--- src/rtl/cdce_serial_pkg.sv ---
// Shared CDCE serial definitions: word/count/address widths and FSM states.
// Intended for reuse by both the serial transmitter and receiver.
package cdce_serial_pkg;

  localparam int CDCE_WORD_WIDTH = 20;
  localparam int CDCE_CNT_WIDTH  = 5;
  localparam int CDCE_ADDR_WIDTH = 4;

  typedef enum logic [1:0] {
    ST_IDLE,
    ST_SHIFT,
    ST_CHECK
  } cdce_state_e;

endpackage

--- src/rtl/cdce_shadow_regs.sv ---
// Per-address shadow copy of received CDCE words, indexed by word[3:0].
// Combinational read; a same-cycle write is not visible until the next cycle.
module cdce_shadow_regs
  import cdce_serial_pkg::*;
#(
  parameter int WORD_WIDTH = CDCE_WORD_WIDTH
) (
  input  logic                       clk,
  input  logic                       reset_n,
  input  logic                       we,
  input  logic [WORD_WIDTH-1:0]      wdata,
  input  logic [CDCE_ADDR_WIDTH-1:0] rd_addr,
  output logic [WORD_WIDTH-1:0]      rd_data
);

  localparam int DEPTH = 2 ** CDCE_ADDR_WIDTH;

  logic [WORD_WIDTH-1:0] mem [DEPTH];

  always_ff @(posedge clk or negedge reset_n) begin
    if (!reset_n) begin
      for (int i = 0; i < DEPTH; i++) begin
        mem[i] <= '0;
      end
    end else if (we) begin
      mem[wdata[CDCE_ADDR_WIDTH-1:0]] <= wdata;
    end
  end

  assign rd_data = mem[rd_addr];

endmodule

--- src/rtl/cdce_serial_in.sv ---
// CDCE serial receiver: deserializes cs_n/mosi frames, flags bad lengths.
// Define CDCE_SERIAL_IN_SHADOW_EN to add the per-address shadow array.
module cdce_serial_in
  import cdce_serial_pkg::*;
#(
  parameter int WORD_WIDTH = CDCE_WORD_WIDTH,
  parameter int CNT_WIDTH  = CDCE_CNT_WIDTH
) (
  input  logic                  clk,
  input  logic                  reset_n,
  input  logic                  enable,
  input  logic                  cs_n,
  input  logic                  mosi,
  output logic [WORD_WIDTH-1:0] parallel_output,
  output logic                  word_valid,
  output logic                  frame_error,
  output logic                  busy
`ifdef CDCE_SERIAL_IN_SHADOW_EN
  ,
  input  logic [CDCE_ADDR_WIDTH-1:0] rd_addr,
  output logic [WORD_WIDTH-1:0]      rd_data
`endif
);

  localparam logic [CNT_WIDTH-1:0] CNT_MAX  = '1;
  localparam logic [CNT_WIDTH-1:0] CNT_GOOD = CNT_WIDTH'(WORD_WIDTH);
  localparam logic [CNT_WIDTH-1:0] CNT_ONE  = CNT_WIDTH'(1);

  cdce_state_e           state, state_n;
  logic                  cs_q, mosi_q;
  logic                  armed;
  logic [CNT_WIDTH-1:0]  cnt, cnt_n;
  logic [WORD_WIDTH-1:0] shift, shift_n;
  logic                  good, bad, start;

  // armed stays low after reset until a real high cs_n has been registered,
  // so a frame already under way at reset release is never joined midway.
  always_ff @(posedge clk or negedge reset_n) begin
    if (!reset_n) begin
      cs_q   <= 1'b1;
      mosi_q <= 1'b0;
      armed  <= 1'b0;
    end else begin
      cs_q   <= cs_n;
      mosi_q <= mosi;
      armed  <= armed | cs_n;
    end
  end

  always_ff @(posedge clk or negedge reset_n) begin
    if (!reset_n) begin
      state <= ST_IDLE;
    end else begin
      state <= state_n;
    end
  end

  assign start = !cs_q && enable && armed;

  always_comb begin
    state_n = state;
    cnt_n   = cnt;
    shift_n = shift;
    good    = 1'b0;
    bad     = 1'b0;
    unique case (state)
      ST_IDLE: begin
        if (start) begin
          state_n = ST_SHIFT;
          cnt_n   = CNT_ONE;
          shift_n = {shift[WORD_WIDTH-2:0], mosi_q};
        end
      end
      ST_SHIFT: begin
        if (!cs_q) begin
          shift_n = {shift[WORD_WIDTH-2:0], mosi_q};
          cnt_n   = (cnt == CNT_MAX) ? cnt : cnt + CNT_ONE;
        end else begin
          state_n = ST_CHECK;
        end
      end
      ST_CHECK: begin
        good = (cnt == CNT_GOOD);
        bad  = !good;
        if (start) begin
          state_n = ST_SHIFT;
          cnt_n   = CNT_ONE;
          shift_n = {shift[WORD_WIDTH-2:0], mosi_q};
        end else begin
          state_n = ST_IDLE;
        end
      end
      default: state_n = ST_IDLE;
    endcase
  end

  always_ff @(posedge clk or negedge reset_n) begin
    if (!reset_n) begin
      cnt             <= '0;
      shift           <= '0;
      parallel_output <= '0;
      word_valid      <= 1'b0;
      frame_error     <= 1'b0;
    end else begin
      cnt         <= cnt_n;
      shift       <= shift_n;
      word_valid  <= good;
      frame_error <= bad;
      if (good) begin
        parallel_output <= shift;
      end
    end
  end

  assign busy = (state != ST_IDLE);

`ifdef CDCE_SERIAL_IN_SHADOW_EN
  cdce_shadow_regs #(
    .WORD_WIDTH (WORD_WIDTH)
  ) u_shadow (
    .clk     (clk),
    .reset_n (reset_n),
    .we      (word_valid),
    .wdata   (parallel_output),
    .rd_addr (rd_addr),
    .rd_data (rd_data)
  );
`endif

endmodule

--- config.mk ---
export PLATFORM = sky130hd
export DESIGN_NAME = cdce_serial_in
export DESIGN_NICKNAME = d
export VERILOG_FILES = /design/src/rtl/cdce_serial_pkg.sv /design/src/rtl/cdce_shadow_regs.sv /design/src/rtl/cdce_serial_in.sv
export SDC_FILE = /design/constraint.sdc
export NUM_CORES = 1
export LEC_CHECK = 0
export CAP_MARGIN = 40
export CORE_MARGIN = 2
export CORE_UTILIZATION = 50
export DETAILED_ROUTE_END_ITERATION = 12
export GPL_ROUTABILITY_DRIVEN = 0
export GPL_TIMING_DRIVEN = 0
export PLACE_DENSITY = 0.82
export SKIP_LAST_GASP = 1
export SYNTH_ARGS = -nofsm -noshare
export SYNTH_HDL_FRONTEND = slang
export SYNTH_SLANG_ARGS = --single-unit
--- constraint.sdc ---
create_clock -name clk -period 3.75 [get_ports clk]
set_clock_uncertainty 0.15 [all_clocks]
set_input_delay 0.9375 -clock clk [delete_from_list [all_inputs] [get_ports clk]]
set_output_delay 0.9375 -clock clk [all_outputs]
set_load 0.02 [all_outputs]
==> impl_results.html, run 1 <==
<table>
<tr><th>Metric</th><th>Value</th></tr>
<tr><th colspan="2">Run status</th></tr>
<tr><td>Outcome</td><td>finished, final reports clean</td></tr>
<tr><th colspan="2">Worst setup path</th></tr>
<tr><td>Required @ worst endpoint</td><td>2.66 ns</td></tr>
<tr><td>Largest stage delay, worst path</td><td>0.53 ns</td></tr>
<tr><td>Data arrival time of the critical path</td><td>1.49 ns</td></tr>
<tr><td>List of cells traversed by the critical path</td><td>or2_1 -&gt; clkdlybuf4s50_1</td></tr>
<tr><td>Critical setup path kind</td><td>reg2out</td></tr>
<tr><td>Crit path launch type</td><td>flip-flop</td></tr>
<tr><td>Bufs and invs on worst path</td><td>1</td></tr>
<tr><td>Crit end category</td><td>output pin</td></tr>
<tr><td>Critical Path Fanout Max</td><td>7</td></tr>
<tr><td>Worst-path cell with the longest stage delay</td><td>clkdlybuf4s50_1</td></tr>
<tr><td>Cell family contributing the most delay on the critical path</td><td>buffers and inverters</td></tr>
<tr><th colspan="2">Synthesis</th></tr>
<tr><td>Ys async rst share</td><td>100.0%</td></tr>
<tr><td>Mean instance size in the synthesized netlist</td><td>15.97 sq um</td></tr>
<tr><td>Cell area after synthesis</td><td>2012 sq um</td></tr>
<tr><td>Most instantiated library cell after synthesis</td><td>dfrtp_1</td></tr>
<tr><td>Post-synthesis cell count</td><td>126</td></tr>
<tr><td>Synthesized-area fraction occupied by xor and xnor cells</td><td>0.4353%</td></tr>
<tr><td>Multiplexer area fraction after synthesis</td><td>22.89%</td></tr>
<tr><td>Adder and majority cell fraction of the synthesized area</td><td>1.866%</td></tr>
<tr><td>Synth area leader</td><td>dfrtp_1</td></tr>
<tr><td>Main combinational cell family by area after synthesis</td><td>multiplexers</td></tr>
<tr><td>Flip-flop and latch count after synthesis</td><td>52</td></tr>
<tr><td>Top post-synthesis cells by area</td><td>dfrtp_1 (63%), mux2_1 (22%), ha_1 (1.9%)</td></tr>
<tr><td>Complex-gate fraction of the synthesized area</td><td>2.923%</td></tr>
<tr><td>Number of enable flip-flop cells after synthesis</td><td>0</td></tr>
<tr><td>Net count after synthesis</td><td>134</td></tr>
<tr><td>Most common flop cell mapped by yosys</td><td>dfrtp_1</td></tr>
<tr><td>Synth Area in Simple Gates</td><td>5.100%</td></tr>
<tr><td>Sequential-to-total area share from yosys stat</td><td>64.74%</td></tr>
<tr><td>Count of unique library cells instantiated by Yosys</td><td>21</td></tr>
<tr><td>Fraction of synthesized cell area taken by the top area cell type</td><td>63.43%</td></tr>
<tr><td>Synth warnings</td><td>0</td></tr>
<tr><td>Synth cell count leaders</td><td>dfrtp_1 (51), mux2_1 (40), a22o_1 (4), buf_4 (4)</td></tr>
<tr><th colspan="2">Clock network</th></tr>
<tr><td>Number of clock buffers inserted by TritonCTS</td><td>5</td></tr>
<tr><td>TritonCTS clock tree</td><td>yes</td></tr>
<tr><td>Post-CTS Setup Repair Bufs</td><td>0</td></tr>
<tr><td>CTS Buffer Depth</td><td>2</td></tr>
<tr><td>Total of cells resized after clock tree synthesis</td><td>0</td></tr>
<tr><td>Clk Tree Root Cell</td><td>clkbuf_8</td></tr>
<tr><td>Clk sinks</td><td>52</td></tr>
<tr><td>Number of levels the H-tree was split into</td><td>2</td></tr>
<tr><td>Clock-pin slew on the worst setup and hold paths</td><td>0.08 ns</td></tr>
<tr><td>CTS Hold Buffers Added</td><td>0</td></tr>
<tr><td>Clk Latency, worst-skew pair</td><td>0.30 ns</td></tr>
<tr><th colspan="2">STA</th></tr>
<tr><td>Max-slew violation total from the final report</td><td>0</td></tr>
<tr><td>Max-Slew Margin vs Limit</td><td>56.83%</td></tr>
<tr><td>Fmax</td><td>387.7 MHz</td></tr>
<tr><td>Setup TNS Final</td><td>0 ns</td></tr>
<tr><td>Transition time at the pin with the least slew margin</td><td>0.6475 ns</td></tr>
<tr><td>Final critical-path required period</td><td>2.579 ns</td></tr>
<tr><td>Number of failing setup endpoints in the final timing report</td><td>0</td></tr>
<tr><td>RSZ-0062 raised after global routing</td><td>no</td></tr>
<tr><td>Hold violation count in the final report</td><td>0</td></tr>
<tr><td>Share of the clock period used by the worst path</td><td>68.77%</td></tr>
<tr><th colspan="2">GRT</th></tr>
<tr><td>Overall fraction of global-route tracks in use</td><td>16.92%</td></tr>
<tr><td>Via count of the first global-routing pass</td><td>1170</td></tr>
<tr><td>Largest net degree at the start of global routing</td><td>28</td></tr>
<tr><td>Number of antenna violations at the first check in global routing</td><td>0</td></tr>
<tr><td>GRT overflow</td><td>0</td></tr>
<tr><td>Wire length of the first global-routing pass</td><td>5520 microns</td></tr>
<tr><th colspan="2">Floorplanning</th></tr>
<tr><td>Die area</td><td>4547 sq um</td></tr>
<tr><td>Initial standard-cell utilization of the core</td><td>51.03%</td></tr>
<tr><td>Floorplan core area</td><td>3943 sq um</td></tr>
<tr><td># rows</td><td>23</td></tr>
<tr><td>Width of the chip</td><td>67.44 microns</td></tr>
<tr><td>I/O pin count</td><td>28</td></tr>
<tr><td>Vertical die dimension</td><td>67.44 microns</td></tr>
<tr><th colspan="2">Placement</th></tr>
<tr><td>Port bufs</td><td>27</td></tr>
<tr><td>Post-detailed-placement cell area</td><td>2367 sq um</td></tr>
<tr><td>HPWL Detailed</td><td>2219 microns</td></tr>
<tr><th colspan="2">Job</th></tr>
<tr><td>Max-cap violations</td><td>0</td></tr>
<tr><th colspan="2">Pwr</th></tr>
<tr><td>PwrDens</td><td>493.6 nW/um^2</td></tr>
<tr><td>Internal cell power</td><td>0.9155 mW</td></tr>
<tr><td>VDD IR max</td><td>0.2936 mV</td></tr>
<tr><td>Clock network fraction of design power</td><td>27.5%</td></tr>
<tr><td>Switching share of power</td><td>24.83%</td></tr>
<tr><td>Portion of total power attributed to sequential cells</td><td>60.5%</td></tr>
<tr><td>Cell leakage power</td><td>1.211 nW</td></tr>
<tr><td>Switching power total</td><td>0.3024 mW</td></tr>
<tr><td>Share of total power in combinational logic</td><td>12.0%</td></tr>
<tr><th colspan="2">Detailed routing</th></tr>
<tr><td>DR pass1 iterations</td><td>4</td></tr>
<tr><td>Average vias per placed instance</td><td>5.028</td></tr>
<tr><td>Count of antenna-violating nets left after detailed routing</td><td>0</td></tr>
<tr><td>Number of DRC violations after detailed routing</td><td>0</td></tr>
<tr><td>Wire length after detailed routing</td><td>3065 microns</td></tr>
<tr><td>Routed length per instance</td><td>14.46 microns</td></tr>
<tr><td>Drt initial violations</td><td>31</td></tr>
<tr><td>Via count</td><td>1066</td></tr>
<tr><th colspan="2">Cells and area</th></tr>
<tr><td>Antenna cell count</td><td>0</td></tr>
<tr><td>Area grow syn2layout</td><td>22.64%</td></tr>
<tr><td>Fraction of final layout cells sized beyond drive strength 1</td><td>9.877%</td></tr>
<tr><td>Final design instance area without fill</td><td>2467 sq um</td></tr>
<tr><td>Total Nets Final</td><td>169</td></tr>
<tr><th colspan="2">Min path</th></tr>
<tr><td>Worst hold path type</td><td>reg2reg</td></tr>
</table>
==> stage by stage <==
step	std cells	utilization, %	total power, mW	worst slack (ns)	hold slack (ns)
2_1_floorplan	126	-	0.8307	1.755	0.2840
3_3_place_gp	203	59.47	0.8762	0.2530	0.2955
3_5_place_dp	204	60.04	0.8976	1.161	0.3050
4_1_cts	212	62.58	1.231	1.152	0.3239
5_1_grt	212	62.58	1.291	1.088	0.3531
6_report	212	62.58	1.218	1.171	0.3203
==> power groups by stage <==
stage	registers [mW]	logic, mW	clock network [mW]
global placement	0.740	0.136	0
finish	0.736	0.147	0.335
detailed placement	0.748	0.150	0
global route	0.752	0.167	0.372
floorplan	0.721	0.110	0
CTS	0.736	0.151	0.345
==> logic make-up (layout without fill, tap and decap cells) <==
group	Yosys count	in the layout
flops	52	52
mux	41	41
simple gates	15	15
compound gates	7	7
buf+inv	7	43
fa+ha+maj	3	3
xor+xnor	1	1
==> flip-flops by register name, summed over array words and instances (netlist names) <==
name             count
parallel_output     20
cs_q                 1
frame_error          1
armed                1
shift               20
cnt                  5
mosi_q               1
word_valid           1
state                2
==> cell type report <==
cell class	instances	area [sq um]
Inverter	3	11.26
Clock buffer	8	100.1
Sequential cell	52	1303
Timing Repair Buffer	28	292.8
Tap cell	50	62.56
Fill cell	264	1475
Multi-Input combinational cell	67	668.1
Buffer	4	30.03
==> final timing paths <==
| path | from | endpoint | slack [ns] | depth (start not counted) |
|---|---|---|---|---|
| setup / recovery | state[0]$_DFFE_PN0P_ | busy | 1.17 | 2 |
| hold / removal | armed$_DFF_PN0_ | armed$_DFF_PN0_ | 0.32 | 1 |
| setup reg to reg | cnt[1]$_DFFE_PN0P_ | cnt[3]$_DFFE_PN0P_ | 1.64 | 6 |
| hold reg to reg | armed$_DFF_PN0_ | armed$_DFF_PN0_ | 0.32 | 1 |
| max in group asynchronous | reset_n | cs_q$_DFF_PN1_ | 2.32 | 2 |
| min in group asynchronous | reset_n | parallel_output[19]$_DFFE_PN0P_ | 0.50 | 1 |
==> metal layers <==
metal	global-route usage (%)	wire length (microns)	up-vias
met1	19.96	1337	527
met3	6.333	136	3
li1	-	-	513
met5	0	0	-
met2	28.22	1567	23
met4	6.378	24	0
==> placed cells by master (no fill, tap or decap), types with 2 or more instances in the layout <==
| cell | n |
|---|---|
| buf_4 | 4 |
| nor2_1 | 2 |
| dfrtp_1 | 51 |
| clkdlybuf4s50_1 | 26 |
| inv_1 | 3 |
| a21o_1 | 2 |
| mux2_1 | 40 |
| clkbuf_8 | 7 |
| ha_1 | 3 |
| nand2b_1 | 2 |
| a22o_1 | 4 |
| or2_1 | 2 |
| nor2b_1 | 3 |
Note: power is estimated with default switching activity, not from simulation.
==> run 2: changes to the inputs <==
--- a/config.mk
+++ b/config.mk
@@ -7,7 +7,7 @@
 export LEC_CHECK = 0
 export CAP_MARGIN = 40
 export CORE_MARGIN = 2
-export CORE_UTILIZATION = 50
+export CORE_UTILIZATION = 48
 export DETAILED_ROUTE_END_ITERATION = 12
 export GPL_ROUTABILITY_DRIVEN = 0
 export GPL_TIMING_DRIVEN = 0
==> constraint.sdc (replaced) <==
create_clock -name clk -period 2.2 [get_ports clk]
set_clock_uncertainty 0.15 [all_clocks]
set_input_delay 0.55 -clock clk [delete_from_list [all_inputs] [get_ports clk]]
set_output_delay 0.55 -clock clk [all_outputs]
set_load 0.02 [all_outputs]
==> run 2 against run 1 <==
Compared with the run above: core utilization shrank 2.0 points; combinational power increased by 68%; register-to-register slack lost 1.5 ns; global-route usage decreased by 1.8 points; first-iteration DRC count rose by 58%; critical endpoint is now cnt[2]$_DFFE_PN0P_; highest routed layer unchanged.
==> impl_results.html, run 2 (synthesized netlist as in run 1, its figures left out) <==
<table>
<tr><th>Metric</th><th>Value</th></tr>
<tr><th colspan="2">Pwr</th></tr>
<tr><td>Switching power total</td><td>0.5088 mW (+68%)</td></tr>
<tr><td>VDD IR max</td><td>0.5492 mV (+87%)</td></tr>
<tr><td>Switching share of power</td><td>25.40% (+0.57 points)</td></tr>
<tr><td>Internal cell power</td><td>1.494 mW (+63%)</td></tr>
<tr><td>Clock network fraction of design power</td><td>25.1% (-2.4 points)</td></tr>
<tr><td>Cell leakage power</td><td>1.201 nW (-0.83%)</td></tr>
<tr><td>PwrDens</td><td>821.1 nW/um^2 (+66%)</td></tr>
<tr><td>Portion of total power attributed to sequential cells</td><td>62.5% (+2.0 points)</td></tr>
<tr><td>Share of total power in combinational logic</td><td>12.3% (+0.3 points)</td></tr>
<tr><th colspan="2">Worst setup path</th></tr>
<tr><td>Largest stage delay, worst path</td><td>0.41 ns (-0.12 ns)</td></tr>
<tr><td>Worst-path cell with the longest stage delay</td><td>dfrtp_1</td></tr>
<tr><td>List of cells traversed by the critical path</td><td>ha_1 -&gt; and3_1 -&gt; ha_1 -&gt; or3b_1 -&gt; a21o_1 -&gt; a22o_1</td></tr>
<tr><td>Crit end category</td><td>flip-flop</td></tr>
<tr><td>Required @ worst endpoint</td><td>2.23 ns (-0.43 ns)</td></tr>
<tr><td>Most common cell on crit path</td><td>ha_1</td></tr>
<tr><td>Data arrival time of the critical path</td><td>2.10 ns (+0.61 ns)</td></tr>
<tr><td>Critical Path Fanout Max</td><td>5 (-2)</td></tr>
<tr><td>Crit path launch type</td><td>flip-flop</td></tr>
<tr><td>Critical setup path kind</td><td>reg2reg</td></tr>
<tr><th colspan="2">Placement</th></tr>
<tr><td>HPWL Detailed</td><td>2059 microns (-7.2%)</td></tr>
<tr><td>Port bufs</td><td>27 (unchanged)</td></tr>
<tr><td>Post-detailed-placement cell area</td><td>2360 sq um (-0.32%)</td></tr>
<tr><th colspan="2">Detailed routing</th></tr>
<tr><td>Count of antenna-violating nets left after detailed routing</td><td>0 (unchanged)</td></tr>
<tr><td>Average vias per placed instance</td><td>5.160 (+2.6%)</td></tr>
<tr><td>Wire length after detailed routing</td><td>2890 microns (-5.7%)</td></tr>
<tr><td>Via count</td><td>1094 (+2.6%)</td></tr>
<tr><td>DR pass1 iterations</td><td>4 (unchanged)</td></tr>
<tr><td>Number of DRC violations after detailed routing</td><td>0 (unchanged)</td></tr>
<tr><td>Routed length per instance</td><td>13.63 microns (-5.7%)</td></tr>
<tr><td>Drt initial violations</td><td>49 (+58%)</td></tr>
<tr><th colspan="2">Cells and area</th></tr>
<tr><td>End-of-flow core utilization</td><td>60.56% (-2.0 points)</td></tr>
<tr><td>Largest registers</td><td>parallel_output (20), shift (20), cnt (5)</td></tr>
<tr><td>Area grow syn2layout</td><td>21.27%</td></tr>
<tr><td>Area taken by multi-input logic gates</td><td>668.1 sq um (unchanged)</td></tr>
<tr><td>Final-layout fill cell count</td><td>293 (+11%)</td></tr>
<tr><td>Total Nets Final</td><td>169 (unchanged)</td></tr>
<tr><td>Antenna cell count</td><td>0 (unchanged)</td></tr>
<tr><td>Most frequent cells in the layout</td><td>dfrtp_1 (51), mux2_1 (40), clkdlybuf4s50_1 (25)</td></tr>
<tr><td>Leading cell type in the layout, fill and taps excluded</td><td>dfrtp_1</td></tr>
<tr><td>Final design instance area without fill</td><td>2440 sq um (-1.1%)</td></tr>
<tr><td>Reg area</td><td>1303 sq um (unchanged)</td></tr>
<tr><td>Fraction of final layout cells sized beyond drive strength 1</td><td>9.259% (-0.62 points)</td></tr>
<tr><th colspan="2">Floorplanning</th></tr>
<tr><td>Vertical die dimension</td><td>68.74 microns (+1.9%)</td></tr>
<tr><td>Width of the chip</td><td>68.74 microns (+1.9%)</td></tr>
<tr><td>I/O pin count</td><td>28 (unchanged)</td></tr>
<tr><td># rows</td><td>23 (unchanged)</td></tr>
<tr><td>Die area</td><td>4725 sq um (+3.9%)</td></tr>
<tr><td>Initial standard-cell utilization of the core</td><td>49.94% (-1.1 points)</td></tr>
<tr><td>Floorplan core area</td><td>4029 sq um (+2.2%)</td></tr>
<tr><th colspan="2">GRT</th></tr>
<tr><td>Largest net degree at the start of global routing</td><td>28 (unchanged)</td></tr>
<tr><td>GRT overflow</td><td>0 (unchanged)</td></tr>
<tr><td>Via count of the first global-routing pass</td><td>1119 (-4.4%)</td></tr>
<tr><td>Number of antenna violations at the first check in global routing</td><td>0 (unchanged)</td></tr>
<tr><td>Overall fraction of global-route tracks in use</td><td>15.08% (-1.8 points)</td></tr>
<tr><td>Wire length of the first global-routing pass</td><td>5050 microns (-8.5%)</td></tr>
<tr><th colspan="2">STA</th></tr>
<tr><td>Max-Slew Margin vs Limit</td><td>62.96% (+6.1 points)</td></tr>
<tr><td>Fmax</td><td>482.4 MHz</td></tr>
<tr><td>Max-slew violation total from the final report</td><td>0 (unchanged)</td></tr>
<tr><td>RSZ-0062 raised after global routing</td><td>no</td></tr>
<tr><td>Final critical-path required period</td><td>2.073 ns</td></tr>
<tr><td>Hold violation count in the final report</td><td>0 (unchanged)</td></tr>
<tr><td>Share of the clock period used by the worst path</td><td>94.23%</td></tr>
<tr><td>Transition time at the pin with the least slew margin</td><td>0.5556 ns (-0.09194 ns)</td></tr>
<tr><td>Number of failing setup endpoints in the final timing report</td><td>0 (unchanged)</td></tr>
<tr><th colspan="2">Clock network</th></tr>
<tr><td>Post-CTS Setup Repair Bufs</td><td>0 (unchanged)</td></tr>
<tr><td>Clk sinks</td><td>52 (unchanged)</td></tr>
<tr><td>Clk Tree Root Cell</td><td>clkbuf_8</td></tr>
<tr><td>Clk Latency, worst-skew pair</td><td>0.30 ns (about the same)</td></tr>
<tr><td>Clock-pin slew on the worst setup and hold paths</td><td>0.09 ns (about the same)</td></tr>
<tr><td>Number of clock buffers inserted by TritonCTS</td><td>5 (unchanged)</td></tr>
<tr><td>TritonCTS clock tree</td><td>yes</td></tr>
<tr><td>CTS Buffer Depth</td><td>2 (unchanged)</td></tr>
<tr><td>CTS Hold Buffers Added</td><td>0 (unchanged)</td></tr>
<tr><td>Number of levels the H-tree was split into</td><td>2 (unchanged)</td></tr>
<tr><th colspan="2">Run status</th></tr>
<tr><td>Outcome</td><td>finished, final reports clean</td></tr>
<tr><th colspan="2">Min path</th></tr>
<tr><td>Worst hold path type</td><td>in2async</td></tr>
<tr><th colspan="2">Job</th></tr>
<tr><td>Max-cap violations</td><td>0 (unchanged)</td></tr>
</table>
-- run 2: cell types whose count changed in the layout (fill, tap and decap cells not counted), sizes merged --
cell,change
clkbuf,-1
clkdlybuf4s50,-1
dlygate4sd2,+1
clkinv,+1
-- run 2: critical path, delay by kind of cell (launching register included) --
kind / cells / cell delay (ns)
flops: 1 / 0.41
fa+ha+maj: 2 / 0.42
compound gates: 2 / 0.49
simple gates: 2 / 0.49
-- run 2: area by class of cell --
type,count,area share (%)
Sequential cell,52,53.38
Multi-Input combinational cell,67,27.38
Timing Repair Buffer,28,11.64
Clock buffer,7,3.128
Tap cell,50,2.564
Buffer,4,1.231
Inverter,3,0.4615
Clock inverter,1,0.2051
-- run 2: worst paths after layout --
path,startpoint,endpoint,slack [ns],depth (start not counted)
hold / removal,reset_n,shift[19]$_DFFE_PN0P_,0.08,1
min in group clk,armed$_DFF_PN0_,armed$_DFF_PN0_,0.32,1
max in group asynchronous,reset_n,cnt[4]$_DFFE_PN0P_,1.29,2
setup reg to reg,cnt[1]$_DFFE_PN0P_,cnt[2]$_DFFE_PN0P_,0.13,6
setup / recovery,cnt[1]$_DFFE_PN0P_,cnt[2]$_DFFE_PN0P_,0.13,6
hold reg to reg,armed$_DFF_PN0_,armed$_DFF_PN0_,0.32,1
-- run 2: power groups by stage --
stage | Sequential, mW | Combinational [mW] | Clock, mW
finish | 1.25 | 0.247 | 0.504
global placement | 1.26 | 0.232 | 0
detailed placement | 1.27 | 0.253 | 0
global route | 1.28 | 0.279 | 0.574
CTS | 1.25 | 0.255 | 0.519
floorplan | 1.23 | 0.187 | 0
-- run 2: stage by stage --
| step | hold slack, ns | setup WS (ns) | setup TNS, ns | std cells | power, mW |
|---|---|---|---|---|---|
| 4_1_cts | 0.09615 | 0.1140 | 0 | 212 | 2.027 |
| 2_1_floorplan | 0.1044 | 0.2474 | 0 | 126 | 1.416 |
| 3_3_place_gp | 0.2951 | -0.9298 | -47.73 | 203 | 1.495 |
| 5_1_grt | 0.1146 | 0.03712 | 0 | 212 | 2.132 |
| 3_5_place_dp | 0.3051 | 0.005969 | 0 | 204 | 1.526 |
| 6_report | 0.08287 | 0.1269 | 0 | 212 | 2.003 |
-- run 2: layer usage --
metal / part of all wire (%) / GRT usage, % / up-vias
li1: - / - / 514
met1: 44 / 18.80 / 550
met2: 50 / 24.16 / 23
met3: 4.4 / 3.409 / 7
met4: 1.9 / 8.824 / 0
met5: 0 / 0 / -
-- run 2: repair_timing --
action,in CTS,in global routing
endpoints found under the hold margin,0,0
setup endpoints to repair,1,0
resized for setup,1,0
